**src/rtl/spi_cmd_pkg.sv**
```systemverilog
// spi_cmd_pkg: opcodes and FSM states shared by the SPI command sequencer.
// The opcode values are mirrored in the MCU firmware header.
package spi_cmd_pkg;
    localparam logic [3:0] OP_WRITE_AT   = 4'h8;
    localparam logic [3:0] OP_READ_AT    = 4'h4;
    localparam logic [3:0] OP_WRITE_NEXT = 4'h2;
    localparam logic [3:0] OP_READ_NEXT  = 4'h0;

    typedef enum logic [2:0] {
        S_IDLE,
        S_CMD,
        S_ADDR_HI,
        S_ADDR_LO,
        S_DATA,
        S_BUS,
        S_DONE
    } spi_cmd_state_t;
endpackage

```
**src/rtl/sync2.sv**
```systemverilog
// sync2: two-flop synchronizer, resets to 1 (idle level of an active-low select).
module sync2 (
    input  logic i_clk,
    input  logic i_rst,
    input  logic i_d,
    output logic o_q
);
    logic r_meta, r_q;

    always_ff @(posedge i_clk or posedge i_rst)
        if (i_rst) {r_q, r_meta} <= 2'b11;
        else       {r_q, r_meta} <= {r_meta, i_d};

    assign o_q = r_q;
endmodule

```
**src/rtl/spi_cmd.sv**
```systemverilog
// spi_cmd: decodes SPI command frames into single read/write bus cycles and
// returns read data as the next byte for the SPI shifter.
module spi_cmd
    import spi_cmd_pkg::*;
#(
    parameter int ADDR_WIDTH = 17
) (
    input  logic                  sys_clk,
    input  logic                  reset,
    input  logic                  spi_cs_n,
    input  logic [7:0]            spi_rx_byte,
    input  logic                  spi_valid,
    output logic [7:0]            spi_tx_byte,
    output logic [ADDR_WIDTH-1:0] bus_addr,
    output logic [7:0]            bus_wr_data,
    output logic                  bus_rw_b,
    output logic                  bus_req,
    input  logic                  bus_ack,
    input  logic [7:0]            bus_rd_data,
    output logic                  busy,
    output logic                  overrun
);
    spi_cmd_state_t r_state, w_state_nx;
    logic                  w_cs_s, r_cs_d, w_start, w_take;
    logic [3:0]            w_op;
    logic                  r_at, r_wr, r_req, r_rw_b, r_overrun;
    logic                  w_issue, w_iss_rd;
    logic [ADDR_WIDTH-1:0] r_tmp, r_addr, w_iss_addr, w_next_addr;
    logic [7:0]            r_wr_data, r_tx;

    sync2 u_sync (.i_clk(sys_clk), .i_rst(reset), .i_d(spi_cs_n), .o_q(w_cs_s));

    assign w_start     = r_cs_d & ~w_cs_s;
    assign w_take      = spi_valid & ~w_cs_s & ~w_start & (r_state != S_BUS);
    assign w_op        = spi_rx_byte[7:4];
    assign w_next_addr = r_addr + 1'b1;

    always_ff @(posedge sys_clk or posedge reset)
        if (reset) r_state <= S_IDLE;
        else       r_state <= w_state_nx;

    // A pending bus cycle always finishes before the frame state is touched.
    always_comb begin
        w_state_nx = r_state;
        w_issue    = 1'b0;
        w_iss_rd   = 1'b1;
        w_iss_addr = r_addr;
        if (r_state == S_BUS) begin
            if (bus_ack) w_state_nx = w_cs_s ? S_IDLE : S_CMD;
        end else if (w_start) begin
            w_state_nx = S_CMD;
        end else if (w_cs_s) begin
            w_state_nx = S_IDLE;
        end else if (w_take) begin
            case (r_state)
                S_CMD: begin
                    if (w_op == OP_WRITE_AT || w_op == OP_READ_AT) w_state_nx = S_ADDR_HI;
                    else if (w_op == OP_WRITE_NEXT)                 w_state_nx = S_DATA;
                    else if (w_op == OP_READ_NEXT) begin
                        w_state_nx = S_BUS;
                        w_issue    = 1'b1;
                        w_iss_addr = w_next_addr;
                    end else                                        w_state_nx = S_DONE;
                end
                S_ADDR_HI: w_state_nx = S_ADDR_LO;
                S_ADDR_LO: begin
                    if (r_wr) w_state_nx = S_DATA;
                    else begin
                        w_state_nx = S_BUS;
                        w_issue    = 1'b1;
                        w_iss_addr = {r_tmp[ADDR_WIDTH-1:8], spi_rx_byte};
                    end
                end
                S_DATA: begin
                    w_state_nx = S_BUS;
                    w_issue    = 1'b1;
                    w_iss_rd   = 1'b0;
                    w_iss_addr = r_at ? r_tmp : w_next_addr;
                end
                default: ;
            endcase
        end
    end

    // Address bytes collect in r_tmp so an aborted command leaves bus_addr intact.
    always_ff @(posedge sys_clk or posedge reset)
        if (reset) begin
            r_cs_d    <= 1'b1;
            r_tmp     <= '0;
            r_at      <= 1'b0;
            r_wr      <= 1'b0;
            r_req     <= 1'b0;
            r_rw_b    <= 1'b1;
            r_addr    <= '0;
            r_wr_data <= 8'h00;
            r_tx      <= 8'h00;
            r_overrun <= 1'b0;
        end else begin
            r_cs_d <= w_cs_s;
            if (w_take && r_state == S_CMD) begin
                r_tmp[ADDR_WIDTH-1] <= spi_rx_byte[0];
                r_at                <= (w_op == OP_WRITE_AT) || (w_op == OP_READ_AT);
                r_wr                <= (w_op == OP_WRITE_AT) || (w_op == OP_WRITE_NEXT);
            end
            if (w_take && r_state == S_ADDR_HI) r_tmp[15:8] <= spi_rx_byte;
            if (w_take && r_state == S_ADDR_LO) r_tmp[7:0]  <= spi_rx_byte;
            if (w_issue) begin
                r_req  <= 1'b1;
                r_addr <= w_iss_addr;
                r_rw_b <= w_iss_rd;
                if (!w_iss_rd) r_wr_data <= spi_rx_byte;
            end else if (bus_ack && r_req) begin
                r_req <= 1'b0;
                if (r_rw_b) r_tx <= bus_rd_data;
            end
            if (w_start)                 r_overrun <= 1'b0;
            else if (spi_valid && r_req) r_overrun <= 1'b1;
        end

    assign spi_tx_byte = r_tx;
    assign bus_addr    = r_addr;
    assign bus_wr_data = r_wr_data;
    assign bus_rw_b    = r_rw_b;
    assign bus_req     = r_req;
    assign busy        = r_req;
    assign overrun     = r_overrun;
endmodule

```
**config.mk**
```make
export PLATFORM = sky130hd
export DESIGN_NAME = spi_cmd
export DESIGN_NICKNAME = d
export VERILOG_FILES = /design/src/rtl/spi_cmd_pkg.sv /design/src/rtl/sync2.sv /design/src/rtl/spi_cmd.sv
export SDC_FILE = /design/constraint.sdc
export NUM_CORES = 1
export LEC_CHECK = 0
export CAP_MARGIN = 40
export CORE_ASPECT_RATIO = 2
export CORE_MARGIN = 2
export CORE_UTILIZATION = 49
export CTS_CLUSTER_DIAMETER = 100
export DETAILED_ROUTE_END_ITERATION = 16
export GPL_TIMING_DRIVEN = 0
export PLACE_DENSITY = 0.84
export SYNTH_ARGS = -nofsm -noshare
export SYNTH_HDL_FRONTEND = slang
export SYNTH_SLANG_ARGS = --single-unit
```
**constraint.sdc**
```tcl
create_clock -name sys_clk -period 5.21 [get_ports sys_clk]
set_input_delay 0.521 -clock sys_clk [delete_from_list [all_inputs] [get_ports sys_clk]]
set_output_delay 0.521 -clock sys_clk [all_outputs]
set_load 0.02 [all_outputs]
```
After elaboration in Yosys (flattened, before gate mapping)
Index checks and enable logic that the tools add are counted.
{ "op_classes": {"reduce_logical": 17, "n_mux": 35, "n_lt_le_gt_ge": 0, "n_eq_ne": 14, "n_div": 0, "bitwise": 9, "shifts": 0, "addsub": 1, "multipliers": 0} }
{ "op_table": {"columns": ["op", "count"], "rows": [
  ["$mux 17", 5],
  ["$pmux 17 s3", 1],
  ["$mux 1", 19],
  ["$mux 3", 6],
  ["$add 17x1->17 const B", 1],
  ["$pmux 3 s4", 1],
  ["$ne 2x2->1 const B", 5],
  ["$reduce_and 10->1", 1],
  ["$reduce_bool 7->1", 1],
  ["$eq 3x2->1 const B", 2],
  ["$eq 3x3->1 const B", 2],
  ["$reduce_and 3->1", 2],
  ["$logic_and 1x1->1", 5],
  ["$not 1->1", 5],
  ["$and 1x1->1", 4],
  ["$eq 4x2->1 const B", 1],
  ["$eq 4x3->1 const B", 1],
  ["$eq 4x4->1 const B", 1],
  ["$logic_not 4->1", 1],
  ["$mux 2", 2],
  ["$reduce_bool 2->1", 2],
  ["$reduce_bool 4->1", 1],
  ["$eq 3x1->1 const B", 1],
  ["$ne 3x3->1 const B", 1],
  ["4 further kinds", 5]
]} }
{ "word_totals": {"mem_bits_ro": 0, "in_bits": 21, "mem_count": 0, "ram_bits": 0, "latch_bits": 0, "out_inout_bits": 37, "wordCells": 91, "register_bits": 61} }

Longest topological paths before layout
Gate-level depths: netlist (run 1).
{ "logic_depth": {"ltp_word": 11, "mapped_depth": 7} }

By module
From an unflattened synthesis (run 1), not the netlist that was laid out.
{ "unflattened": {"hier_cells": 267, "area_unflattened_um2": 2991.6} }
{ "modules_own_cells": {"columns": ["module", "area_per_inst_um2", "cells_per_inst", "n_inst"], "rows": [
  ["spi_cmd", 2935.3, 264, 1],
  ["sync2", 56.3, 3, 1]
]} }

Worst setup path before layout (run 1)
OpenSTA, ideal clock, no wires.
{ "synth_path": {"path_kind": "in2reg", "start": "input spi_rx_byte[6]", "end": "register r_tx[0] (netlist: spi_tx_byte[0])", "stages": 5, "required_ns": 5.085, "setup_time_ns": 0.125, "setup_slack_ns": 3.249, "arrival_ns": 1.836, "path_cell_list": "buf_2 -> nor4_2 -> a211oi_4 -> o2111ai_4 -> mux2_2"} }
{ "synth_between": {"elab_chain_len": 11, "elab_cells_between_ends": 15, "cone_classes": "eq/ne: 3; mux: 8; bitwise: 1; reduce/logical: 3"} }
{ "synth_rtl": {"columns": ["element", "line", "rtl"], "rows": [
  ["from (decl)", "spi_cmd.sv:11", "input logic [7:0] spi_rx_byte,"],
  ["$logic_not 4->1", "spi_cmd.sv:59", "else if (w_op == OP_READ_NEXT) begin"],
  ["$mux 1", "spi_cmd.sv:59", null],
  ["$mux 1", "spi_cmd.sv:58", "else if (w_op == OP_WRITE_NEXT) w_state_nx = S_DATA;"],
  ["$mux 1 (*)", "spi_cmd.sv:57", "if (w_op == OP_WRITE_AT || w_op == OP_READ_AT) w_state_nx = S_ADDR_HI;"],
  ["$pmux 1 s3 (*)", "spi_cmd.sv:55", "case (r_state)"],
  ["$mux 1 (*)", "spi_cmd.sv:54", "end else if (w_take) begin"],
  ["$mux 1 (*)", "spi_cmd.sv:52", "end else if (w_cs_s) begin"],
  ["$mux 1 (*)", "spi_cmd.sv:50", "end else if (w_start) begin"],
  ["$mux 1 (*)", "spi_cmd.sv:48", "if (r_state == S_BUS) begin"],
  ["$not 1->1 (no line) (*)", null, null],
  ["$reduce_and 3->1 (no line) (*)", null, null],
  ["to (signal assigned)", "spi_cmd.sv:114", "if (r_rw_b) r_tx <= bus_rd_data;"],
  ["to (decl)", "spi_cmd.sv:29", "logic [7:0] r_wr_data, r_tx;"]
]} }
Every way passes the cells marked *; elsewhere a longest branch is shown, timed or not.
A chain may end at the register's enable or synchronous reset.

Final worst setup path (run 1)
{ "layout_path": {"start": "input spi_rx_byte[4]", "end": "register r_addr[0] (netlist: bus_addr[0])"} }
{ "layout_between": {"elab_chain_len": 10, "elab_cells_between_ends": 17, "cone_classes": "eq/ne: 6; mux: 8; reduce/logical: 3"} }
{ "layout_rtl": {"columns": ["element", "line", "rtl"], "rows": [
  ["$logic_not 4->1", "spi_cmd.sv:59", null],
  ["$mux 1", "spi_cmd.sv:59", null],
  ["$mux 1", "spi_cmd.sv:58", null],
  ["$mux 1", "spi_cmd.sv:57", null],
  ["$pmux 1 s3", "spi_cmd.sv:55", null],
  ["$mux 1", "spi_cmd.sv:54", null],
  ["$mux 1", "spi_cmd.sv:52", null],
  ["$mux 1", "spi_cmd.sv:50", null],
  ["$mux 1", "spi_cmd.sv:48", null],
  ["$reduce_and 10->1 (no line) (*)", null, null],
  ["to (signal assigned)", "spi_cmd.sv:109", "r_addr <= w_iss_addr;"],
  ["to (decl)", "spi_cmd.sv:28", "logic [ADDR_WIDTH-1:0] r_tmp, r_addr, w_iss_addr, w_next_addr;"]
]} }
Marks and branches as above.

==> results of run 1 <==
-- metrics by stage --
step | total power, µW | utilization, % | std cells
5_1_grt | 1350 | 65.9 | 432
4_1_cts | 1310 | 65.9 | 432
3_5_place_dp | 705 | 60.8 | 416
2_1_floorplan | 628 | - | 274
3_3_place_gp | 697 | 60.5 | 415
6_report | 1310 | 65.9 | 432
-- cells in the final DEF (no fill, tap or decap), types with 3 or more instances in the layout --
master | synthesis | final
nor2_2 | 3 | 3
and2_1 | 3 | 3
and4_1 | 6 | 6
nor2_1 | 4 | 4
a22oi_1 | 3 | 3
nor2b_1 | 3 | 3
o22ai_1 | 11 | 11
nor3_1 | 4 | 4
mux2_2 | 36 | 36
clkdlybuf4s50_1 | 0 | 55
o21a_1 | 3 | 3
a22o_1 | 3 | 3
nand4_1 | 10 | 10
dfrtp_1 | 57 | 57
a21oi_1 | 7 | 7
nand3_1 | 11 | 11
buf_2 | 8 | 8
a211oi_1 | 13 | 13
clkbuf_1 | 10 | 10
clkbuf_16 | 0 | 9
a31oi_1 | 3 | 3
nand2_1 | 9 | 9
dfstp_2 | 4 | 4
inv_1 | 8 | 7
o21ai_0 | 8 | 8
and3_1 | 3 | 3
a2bb2oi_1 | 7 | 7
-- worst paths after layout --
| kind | cells after the start | slack, ns | to | start |
|---|---|---|---|---|
| hold reg to reg | 0 | 0.36 | u_sync.o_q$_DFF_PP1_ | u_sync.r_meta$_DFF_PP1_ |
| setup reg to reg | 4 | 3.09 | bus_addr[0]$_DFFE_PP0P_ | u_sync.o_q$_DFF_PP1_ |
| setup / recovery | 5 | 2.80 | bus_addr[0]$_DFFE_PP0P_ | spi_rx_byte[4] |
| hold / removal | 0 | 0.36 | u_sync.o_q$_DFF_PP1_ | u_sync.r_meta$_DFF_PP1_ |
| max in group asynchronous | 3 | 4.04 | bus_rw_b$_DFFE_PP1P_ | reset |
| min in group asynchronous | 2 | 0.54 | bus_addr[0]$_DFFE_PP0P_ | reset |
-- layout make-up --
type,instances,area [µm²]
tap,86,108
timing repair buffer,56,571
multi-input combinational,185,1450
buffer,20,88.8
inverter,8,30.0
fill,501,2120
clock inverter,5,58.8
clock buffer,11,253
sequential,61,1530
-- metal layers --
| layer | track usage [%] | vias up | routed length [µm] |
|---|---|---|---|
| met5 | 0 | - | 0 |
| met1 | 31.8 | 1285 | 3040 |
| met2 | 38.8 | 127 | 4100 |
| met4 | 10.8 | 0 | 228 |
| met3 | 6.98 | 24 | 564 |
| li1 | - | 1204 | - |
-- synthesized netlist by cell type (2+ instances only) --
cell type | number | area [µm²]
dfrtp_1 | 57 | 1430
mux2_2 | 36 | 405
a211oi_1 | 13 | 97.6
nand3_1 | 11 | 55.1
o22ai_1 | 11 | 68.8
clkbuf_1 | 10 | 37.5
nand4_1 | 10 | 62.6
nand2_1 | 9 | 33.8
buf_2 | 8 | 40.0
inv_1 | 8 | 30.0
o21ai_0 | 8 | 40.0
a21oi_1 | 7 | 35.0
a2bb2oi_1 | 7 | 61.3
and4_1 | 6 | 52.6
dfstp_2 | 4 | 105
nor2_1 | 4 | 15.0
nor3_1 | 4 | 20.0
a22o_1 | 3 | 26.3
a22oi_1 | 3 | 22.5
a31oi_1 | 3 | 18.8
and2_1 | 3 | 18.8
and3_1 | 3 | 18.8
nor2_2 | 3 | 18.8
nor2b_1 | 3 | 18.8
o21a_1 | 3 | 22.5
a221oi_1 | 2 | 17.5
a222oi_1 | 2 | 20.0
nand3b_1 | 2 | 15.0
nor3b_1 | 2 | 15.0
nor4_1 | 2 | 12.5
o22a_1 | 2 | 17.5
o31ai_1 | 2 | 15.0
or3_1 | 2 | 12.5
xnor2_1 | 2 | 17.5
-- sequential cells by signal, indices dropped and copies added, names as in the netlist, 3 cells and up --
register	flops
bus_addr	17
bus_wr_data	8
r_state	3
r_tmp	17
spi_tx_byte	8
-- cell families (layout without fill, tap and decap cells) --
logic type / Yosys count / after routing / share of synthesized area [%]
AOI/OAI and AO/OA: 73 / 73 / 17.8
xor gates and xnor gates: 3 / 3 / 0.848
adders and majority gates: 1 / 1 / 0.404
buffers and inverters: 28 / 100 / 3.84
DFF: 61 / 61 / 49.4
muxes: 36 / 36 / 13.1
and+or+nand+nor: 72 / 72 / 14.6
-- critical path: stages --
cell and delay (ns):
clkdlybuf4s50_1 0.59, nor4_2 0.49, a211oi_4 0.21, nor2_2 0.43
mux2_2 0.39
-- where the power goes --
| group | internal [µW] | switching [µW] | total [µW] |
|---|---|---|---|
| sequential | 509 | 27.2 | 536 |
| combinational | 80.2 | 81.8 | 162 |
| clock | 395 | 212 | 608 |
| total | 984 | 321 | 1310 |
==> out/qor.yml, run 1 <==
clk_pin_slew_ns: 0.05
post-cts-setup-buffers: 0
yosysWarnings: 0
syn_to_final_growth_pct: 31.9
grt_pass1_vias: 2595
synth-seq-cells: 61
max-vdd-ir-drop_v: 0.000238
globalplace.congestion: 0.867
clock_skew_ns: 0.00658
coreArea_um2: 6210
setup_tns_ns: 0
diodes: 0
cts_resized: 0
critical_path_class: "in -> reg"
tightestPinTransition_ns: 0.607
clkLatencyLatePin_ns: 0.33
p_leak_uw: 0.00172
synth-edff-count: 0
grt_pass1_wl_um: 12800
firstDrtPassIters: 5
vias: 2640
crit_path_end_kind: "flop"
max_freq_mhz: 414
first_iter_violations: 185
critPathLaunchType: "primary input"
drc_errors: 0
place_area_um2: 3780
hold_viol_final: 0
dpl.hpwl_um: 5590
h-tree-depth: 3
cts_buffers: 9
design_area_um2: 4090
power_density_nw_per_um2: 319
fin_crit_sh_pct: 46.3
tritoncts: "built"
die_x_um: 60.2
slew_headroom_pct: 59.4
overflow: 0
crit_fanout: 10
seq_area_frac_synth_pct: 49.4
ys_types: 53
wire_per_inst_um: 18.4
io_pins: 58
finalWorstSetupSlack_ns: 2.80
rsz0062_at_grt: "no"
report.final.slew_viol_count: 0
hold_class: "reg -> reg"
status: "completed"
drt_wl_total_um: 7930
portBuffers: 55
vias_per_cell: 6.11
dp_slack_ns: 2.44
drtAntennaViolNets: 0
die-area_um2: 7010
period_needed_ns: 2.41
syn_area_um2: 3100
crit_arrival_ns: 2.63
nNetsFinal: 363
cts_sinks: 61
grt_max_degree: 40
async_flop_share_pct: 100
syn_area_per_cell_um2: 11.3
cts-root-buf: "clkbuf_16"
maxCapViolations: 0
worstPathRequired_ns: 5.43
syn-num-nets: 296
setup_viol: 0
rows: 41
netlist_instances: 274
clockBufferDepth: 2
synth_flop_cell: "dfrtp_1"
cts_hold_buf: 0
worst_hold_slack_ns: 0.355
track_usage_pct: 24.9
drive_above_1_share_pct: 21.7
die_h_um: 116
start_util_pct: 49.9
antenna_found_initial: 0
No activity file was read; power rests on OpenSTA's default activity.
==> run 2, diff against run 1 <==
clock period = 2.4 ns   (was 5.21 ns; I/O delays follow)
==> run 2 against run 1 <==
Critical path depth unchanged. Combinational power increased by 120%. Power increased by 120%. Worst hold slack got worse by 0.12 ns. Flip-flop and latch count unchanged. Register-to-register slack got worse by 2.8 ns. Non-clock buffer count unchanged. Count of clock-buffer cells in the layout unchanged.
==> out/qor.yml, run 2 (synthesis gave the netlist of run 1 again) <==
timing.reg2reg.setup_slack_ns: 0.29  # -2.80 ns
first_iter_violations: 177  # -4.3%
fin_crit_sh_pct: 88.2
wire_per_inst_um: 18.3  # -0.45%
slew_headroom_pct: 59.6  # +0.15 points
max_freq_mhz: 472
power_density_nw_per_um2: 692  # +120%
clock_skew_ns: 0.00622  # -0.000354 ns
drtAntennaViolNets: 0  # unchanged
rsz0062_at_grt: "no"
drt_wl_total_um: 7890  # -0.45%
antenna_found_initial: 0  # unchanged
critical_path_class: "in -> reg"
coreArea_um2: 6210  # unchanged
clk_pin_slew_ns: 0.05  # about the same
grt_pass1_vias: 2593  # -0.077%
drive_above_1_share_pct: 21.7  # unchanged
overflow: 0  # unchanged
use_met3_pct: 6.98  # unchanged
final_cell_mix: "dfrtp_1, clkdlybuf4s50_1, mux2_2, a211oi_1"
cts_hold_buf: 0  # unchanged
clockBufferDepth: 2  # unchanged
track_usage_pct: 24.9  # about the same
critPathLaunchType: "primary input"
tritoncts: "built"
design_area_um2: 4090  # unchanged
crit_arrival_ns: 2.34  # -0.29 ns
worstPathRequired_ns: 2.62  # -2.81 ns
crit_fanout: 10  # unchanged
crit_path_end_kind: "flop"
grt_use_met2_pct: 39.0  # +0.22 points
rr_startpoint: "u_sync.o_q$_DFF_PP1_"
grt_pass1_wl_um: 12800  # about the same
report.final.slew_viol_count: 0  # unchanged
h-tree-depth: 3  # unchanged
tightestPinTransition_ns: 0.604  # -0.00230 ns
globalplace.congestion: 0.867  # unchanged
slowest_delay_ns: 0.58  # about the same
die_h_um: 116  # unchanged
worstRegToRegCells: 4  # unchanged
setup_viol: 0  # unchanged
rows: 41  # unchanged
diodes: 0  # unchanged
cts_resized: 0  # unchanged
hold_viol_final: 0  # unchanged
maxCapViolations: 0  # unchanged
clkLatencyLatePin_ns: 0.33  # about the same
max-vdd-ir-drop_v: 0.000516  # +120%
period_needed_ns: 2.12
crit_path_end: "bus_addr[0]$_DFFE_PP0P_"
nNetsFinal: 363  # unchanged
cts_buffers: 9  # unchanged
portBuffers: 55  # unchanged
place_area_um2: 3780  # unchanged
firstDrtPassIters: 5  # unchanged
hold_class: "in -> reg"
dpl.hpwl_um: 5590  # unchanged
mostFrequentLayoutCell: "dfrtp_1"
vias: 2603  # -1.4%
critPathLaunch: "spi_rx_byte[4]"
worst_hold_slack_ns: 0.240  # -0.115 ns
grtUsageMet1_pct: 31.8  # unchanged
die_x_um: 60.2  # unchanged
status: "completed"
crit_slowest_cell: "clkdlybuf4s50_1"
vias_per_cell: 6.03  # -1.4%
setup_tns_ns: 0  # unchanged
die-area_um2: 7010  # unchanged
worstReg2RegEnd: "bus_addr[0]$_DFFE_PP0P_"
path_cells: "clkdlybuf4s50_1 -> nor4_2 -> a211oi_4 -> nor2_2 -> mux2_2"
drc_errors: 0  # unchanged
start_util_pct: 49.9  # unchanged
syn_to_final_growth_pct: 31.9  # unchanged
grt_max_degree: 40  # unchanged
io_pins: 58  # unchanged
cts_sinks: 61  # unchanged
cts-root-buf: "clkbuf_16"
p_leak_uw: 0.00172  # unchanged
top_usage_layer: "met2"
post-cts-setup-buffers: 0  # unchanged
## run 2: cell counts in the layout (fill, tap and decap cells not counted)
Identical to the previous run, type by type.
## run 2: worst min path at each step
| stage | startpoint | to | slack [ns] | cells after the start |
|---|---|---|---|---|
| floorplan | spi_cs_n | u_sync.r_meta$_DFF_PP1_ | 0.24 | 0 |
| global placement | u_sync.r_meta$_DFF_PP1_ | u_sync.o_q$_DFF_PP1_ | 0.35 | 0 |
| detailed placement | u_sync.r_meta$_DFF_PP1_ | u_sync.o_q$_DFF_PP1_ | 0.35 | 0 |
| CTS | spi_rx_byte[6] | r_wr$_DFFE_PP0P_ | 0.24 | 2 |
| global route | spi_rx_byte[6] | r_wr$_DFFE_PP0P_ | 0.26 | 2 |
| finish | spi_rx_byte[6] | r_wr$_DFFE_PP0P_ | 0.24 | 2 |
## run 2: metal layers
| layer | vias to the layer above | wire length, µm |
|---|---|---|
| met1 | 1259 | 3090 |
| met2 | 129 | 4110 |
| met3 | 16 | 520 |
| met5 | - | 0 |
| met4 | 0 | 170 |
| li1 | 1199 | - |
## run 2: stage by stage
step                setup slack (ns)  std cells  utilization (%)  total power [µW]
floorplan                      0.568        274                -              1360
global placement              -0.351        415             60.5              1510
detailed placement           -0.0925        416             60.8              1530
CTS                            0.261        432             65.9              2850
global route                   0.121        432             65.9              2930
finish                         0.282        432             65.9              2830
## run 2: area by class of cell
cell class | count | area (µm²)
flip-flops and latches | 61 | 1530
multi-input cells | 185 | 1450
repair buffers | 56 | 571
fillers | 501 | 2120
well taps | 86 | 108
clock inverters | 5 | 58.8
plain buffers | 20 | 88.8
inverters | 8 | 30.0
clock buffers | 11 | 253
## run 2: critical path, delay by kind of cell
| family | cells | cell delay [ns] |
|---|---|---|
| compound gates | 1 | 0.21 |
| buf+inv | 1 | 0.58 |
| mux | 1 | 0.39 |
| simple gates | 2 | 0.91 |
## run 2: power breakdown
part           switching [µW]  internal (µW)
registers                58.3           1100
clock network             456            858
logic                     177            174
==> RTL edit 1, RTL diff (config.mk and constraints of run 1) <==
The 7 states of `spi_cmd_state_t` get a one-hot encoding in 7 bits.
--- a/src/rtl/spi_cmd_pkg.sv
+++ b/src/rtl/spi_cmd_pkg.sv
@@ -6,14 +6,14 @@
     localparam logic [3:0] OP_WRITE_NEXT = 4'h2;
     localparam logic [3:0] OP_READ_NEXT  = 4'h0;
 
-    typedef enum logic [2:0] {
-        S_IDLE,
-        S_CMD,
-        S_ADDR_HI,
-        S_ADDR_LO,
-        S_DATA,
-        S_BUS,
-        S_DONE
+    typedef enum logic [6:0] {
+        S_IDLE    = 7'b0000001,
+        S_CMD     = 7'b0000010,
+        S_ADDR_HI = 7'b0000100,
+        S_ADDR_LO = 7'b0001000,
+        S_DATA    = 7'b0010000,
+        S_BUS     = 7'b0100000,
+        S_DONE    = 7'b1000000
     } spi_cmd_state_t;
 endpackage
 
Formal check against the unedited RTL: same outputs for any inputs over 10 cycles, from zero or initial values and one cycle with reset high; not proved beyond that.
==> RTL edit 1 against run 1 <==
Clock power rose by 4.4%; cell area up 3.3%; sequential cell count is 4 higher; synthesized cell count increased by 7.3%; worst setup slack better by 0.094 ns; die area is 4.4% higher; routed wire length fell by 0.69%; synthesized area is 4.6% higher; power fell by 4.2%; critical endpoint is now bus_addr[2]; highest routed layer unchanged.
==> RTL edit 1: results (changes against run 1) <==
metric,value,unit,change
crit_family,compound AO/OA/AOI/OAI gates,,
first_iter_violations,229,,+24%
numCtsBuffers,9,,unchanged
layoutNonFillerInstCount,452,,+4.6%
ys_seq_area_frac,0.504,,+0.00932
synth_fp_nets,316,,+6.8%
path_max_fanout,10,,unchanged
root_buffer,clkbuf_16,,
postCtsSetupRepairBufs,0,,unchanged
arrival,2.52,ns,-0.11 ns
post_dp_cell_area,0.00390,mm^2,+3.3%
dp_hpwl,5380,um,-3.8%
gp_congestion,0.872,,+0.59%
numPortBuffers,53,,-3.6%
hold_path.class,reg2reg,,
vdd_drop_max,0.342,mV,+43%
wirelength,7880,um,-0.69%
synth_fa_ha_area_frac,0.00386,,-0.000179
dr.pass1.iters,5,,unchanged
synth_compound_area_frac,0.164,,-0.0137
antenna_cells,0,,unchanged
muxShareOfSynthArea,0.134,,+0.00268
cts_resized,0,,unchanged
ys.flop_type,dfrtp_1,,
synth_area_leaders,"dfrtp_1 46%, mux2_1 8.0%, dfstp_2 4.1%, mux2_4 3.7%, o21ai_1 3.2%",,
fin_nets,381,,+5.0%
vias,2737,,+3.7%
cpPeakStageDelay,0.46,ns,-0.13 ns
swShare,0.218,,-0.0278
worst_pin_slew,0.799,ns,+0.193 ns
dp.cells,436,,+4.8%
drive_gt1_frac,0.143,,-0.0739
grt_pass1_wl,13000,um,+1.6%
crit_path_start,r_state[1],,
ys_top_cells_by_count,"60 x dfrtp_1, 23 x mux2_1, 22 x nor2_1",,
synth_cells,294,,+7.3%
worst_clock_skew,0.00669,ns,+0.000110 ns
synthDistinctLibCells,53,,unchanged
synth_xor_area_frac,0.0108,,+0.00233
grt_start_max_net_pins,40,,unchanged
track_usage,0.238,,-0.0107
critPathSlowestCell,or4_1,,
final_cell_area,0.00422,mm^2,+3.3%
status,completed,,
clk_pin_slew,0.05,ns,about the same
p_leak,1.75,nW,+1.6%
[RTL edit 1: metrics by stage]
| step | utilization | setup slack, ns | hold slack [ns] |
|---|---|---|---|
| 6_report | 0.648 | 2.89 | 0.356 |
| 5_1_grt | 0.648 | 2.72 | 0.362 |
| 4_1_cts | 0.648 | 2.89 | 0.358 |
| 3_5_place_dp | 0.599 | 2.71 | 0.350 |
| 3_3_place_gp | 0.596 | 2.05 | 0.347 |
| 2_1_floorplan | - | 3.07 | 0.345 |
[RTL edit 1: layer usage]
metal | vias to the layer above | wire, um | GRT usage
li1 | 1218 | - | -
met1 | 1337 | 3050 | 0.300
met2 | 159 | 4000 | 0.368
met3 | 23 | 597 | 0.0619
met4 | 0 | 227 | 0.113
met5 | - | 0 | 0
[RTL edit 1: final cells by class]
class | count | area, um^2
multi-input combinational | 207 | 1490
sequential | 65 | 1630
fill | 533 | 2290
clock inverter | 7 | 95.1
buffer | 17 | 97.6
tap | 88 | 110
clock buffer | 9 | 225
inverter | 5 | 18.8
timing repair buffer | 54 | 551
[RTL edit 1: worst paths after layout]
check	to	slack, ns	depth (start not counted)
max	bus_addr[2]	2.89	8
min	u_sync.o_q	0.36	0
max reg2reg	bus_addr[2]	2.89	8
min reg2reg	u_sync.o_q	0.36	0
max in group asynchronous	r_tmp[11]	3.91	3
min in group asynchronous	spi_tx_byte[0]	0.67	2
[RTL edit 1: power groups by stage]
stage,logic [mW],registers (mW),clock network [mW]
6_report,0.0826,0.533,0.635
5_1_grt,0.0904,0.534,0.669
2_1_floorplan,0.0390,0.544,0
3_5_place_dp,0.0827,0.541,0
4_1_cts,0.0836,0.533,0.642
3_3_place_gp,0.0778,0.540,0
==> RTL edit 2, RTL diff (flow settings as in run 1) <==
Made on the original files. Reset style: synchronous (`i_rst` and `reset`), changed in 3 clocked blocks.
--- a/src/rtl/sync2.sv
+++ b/src/rtl/sync2.sv
@@ -7,7 +7,7 @@
 );
     logic r_meta, r_q;
 
-    always_ff @(posedge i_clk or posedge i_rst)
+    always_ff @(posedge i_clk)
         if (i_rst) {r_q, r_meta} <= 2'b11;
         else       {r_q, r_meta} <= {r_meta, i_d};
 
--- a/src/rtl/spi_cmd.sv
+++ b/src/rtl/spi_cmd.sv
@@ -35,7 +35,7 @@
     assign w_op        = spi_rx_byte[7:4];
     assign w_next_addr = r_addr + 1'b1;
 
-    always_ff @(posedge sys_clk or posedge reset)
+    always_ff @(posedge sys_clk)
         if (reset) r_state <= S_IDLE;
         else       r_state <= w_state_nx;
 
@@ -83,7 +83,7 @@
     end
 
     // Address bytes collect in r_tmp so an aborted command leaves bus_addr intact.
-    always_ff @(posedge sys_clk or posedge reset)
+    always_ff @(posedge sys_clk)
         if (reset) begin
             r_cs_d    <= 1'b1;
             r_tmp     <= '0;
Function: differs if reset is asserted again (counterexample within 10 cycles, from zero or initial values and one cycle with reset high); with reset held inactive, the same outputs for 10 cycles.
==> RTL edit 2 against run 1 <==
Routed wire length up 12%; sequential share of layout area shrank 7.0 points; critical path depth is the same; cell area shrank 1.9%; synthesized area fell by 0.28%; worst setup slack better by 0.29 ns; sequential cell count did not move; count of clock-buffer cells in the layout decreased by 1.
Power is not compared: it rests on default switching activity, and its combinational part moved more than twofold at a synthesized area within 25%.
==> RTL edit 2: results (changes against run 1) <==
metric,value,unit,change
seq-power,0.469,mW,
ys_top_cells_by_count,"61 x dfxtp_1, 35 x mux2i_1, 30 x nand2_1",,
worst_pin_slew,0.867,ns,+0.261 ns
ys_seq_area_frac,0.395,,-0.0990
dp_hpwl,6110,um,+9.3%
p_leak,1.43,nW,
wl_met1,3440,um,+13%
use_met1,0.338,,+0.0201
wl_per_cell,17.8,um,-3.0%
crit_path_start,r_state[2],,
wl_met3,724,um,+28%
status,completed,,
path_max_fanout,10,,unchanged
r2r.worst_path.cells,5,,+1
async_flop_share,0,,-1.00
min_from,u_sync.r_meta,,
synth_area_leaders,"dfxtp_1 40%, mux2i_1 11%, nand2_1 3.6%, nor2_1 3.3%, a22oi_1 2.7%",,
muxShareOfSynthArea,0.113,,-0.0174
met2_usage,0.412,,+0.0239
synth_xor_area_frac,0.00851,,+0.0000240
gp_congestion,0.918,,+5.9%
track_usage,0.273,,+0.0242
fillers,509,,+1.6%
critPathSlowestCell,a221oi_2,,
netlist_area,0.00309,mm^2,-0.28%
hold_path_end,u_sync.o_q,,
synth_compound_area_frac,0.197,,+0.0187
post_dp_cell_area,0.00372,mm^2,-1.6%
vias,3040,,+15%
grt_use_met3,0.0598,,-0.00997
dr_wl_met2,4160,um,+1.5%
min_path_cells,1,,+1
worst_clock_skew,0.00509,ns,-0.00149 ns
numPortBuffers,52,,-5.5%
first_iter_violations,278,,+50%
synthDistinctLibCells,60,,+13%
grt_pass1_wl,14400,um,+12%
arrival,2.35,ns,-0.28 ns
drive_gt1_frac,0.0872,,-0.130
grt_start_max_net_pins,12,,-70%
fin_nets,430,,+18%
clkLatencyLatePin,0.33,ns,about the same
grt_pass1_vias,2876,,+11%
period_needed,2.12,ns,-0.293 ns
synth_fp_nets,367,,+24%
place_ws,2.84,ns,+0.400 ns
r2r_slack,3.09,ns,about the same
synth_fa_ha_area_frac,0.00405,,+0.0000115
-- RTL edit 2: cell type report --
cell class,count,area share
sequential,61,0.305
inverter,4,0.00374
timing repair buffer,52,0.130
buffer,29,0.0315
tap,86,0.0268
clock inverter,6,0.0159
clock buffer,10,0.0571
multi-input combinational,251,0.431
-- RTL edit 2: stage by stage --
stage / total power, mW / cells / hold WS (ns) / utilization
finish: 1.10 / 499 / 0.406 / 0.646
global placement: 0.521 / 483 / 0.393 / 0.599
detailed placement: 0.521 / 483 / 0.398 / 0.599
global route: 1.12 / 499 / 0.438 / 0.646
floorplan: 0.499 / 345 / 0.389 / -
CTS: 1.10 / 499 / 0.410 / 0.646
-- RTL edit 2: worst max-delay path: cells and delay by family, from the launching register on --
| kind | cells | cell delay [ns] |
|---|---|---|
| AO/OA/AOI/OAI | 2 | 1.06 |
| flip-flops | 1 | 0.39 |
| AND/OR/NAND/NOR | 2 | 0.36 |
| buffers and inverters | 1 | 0.19 |
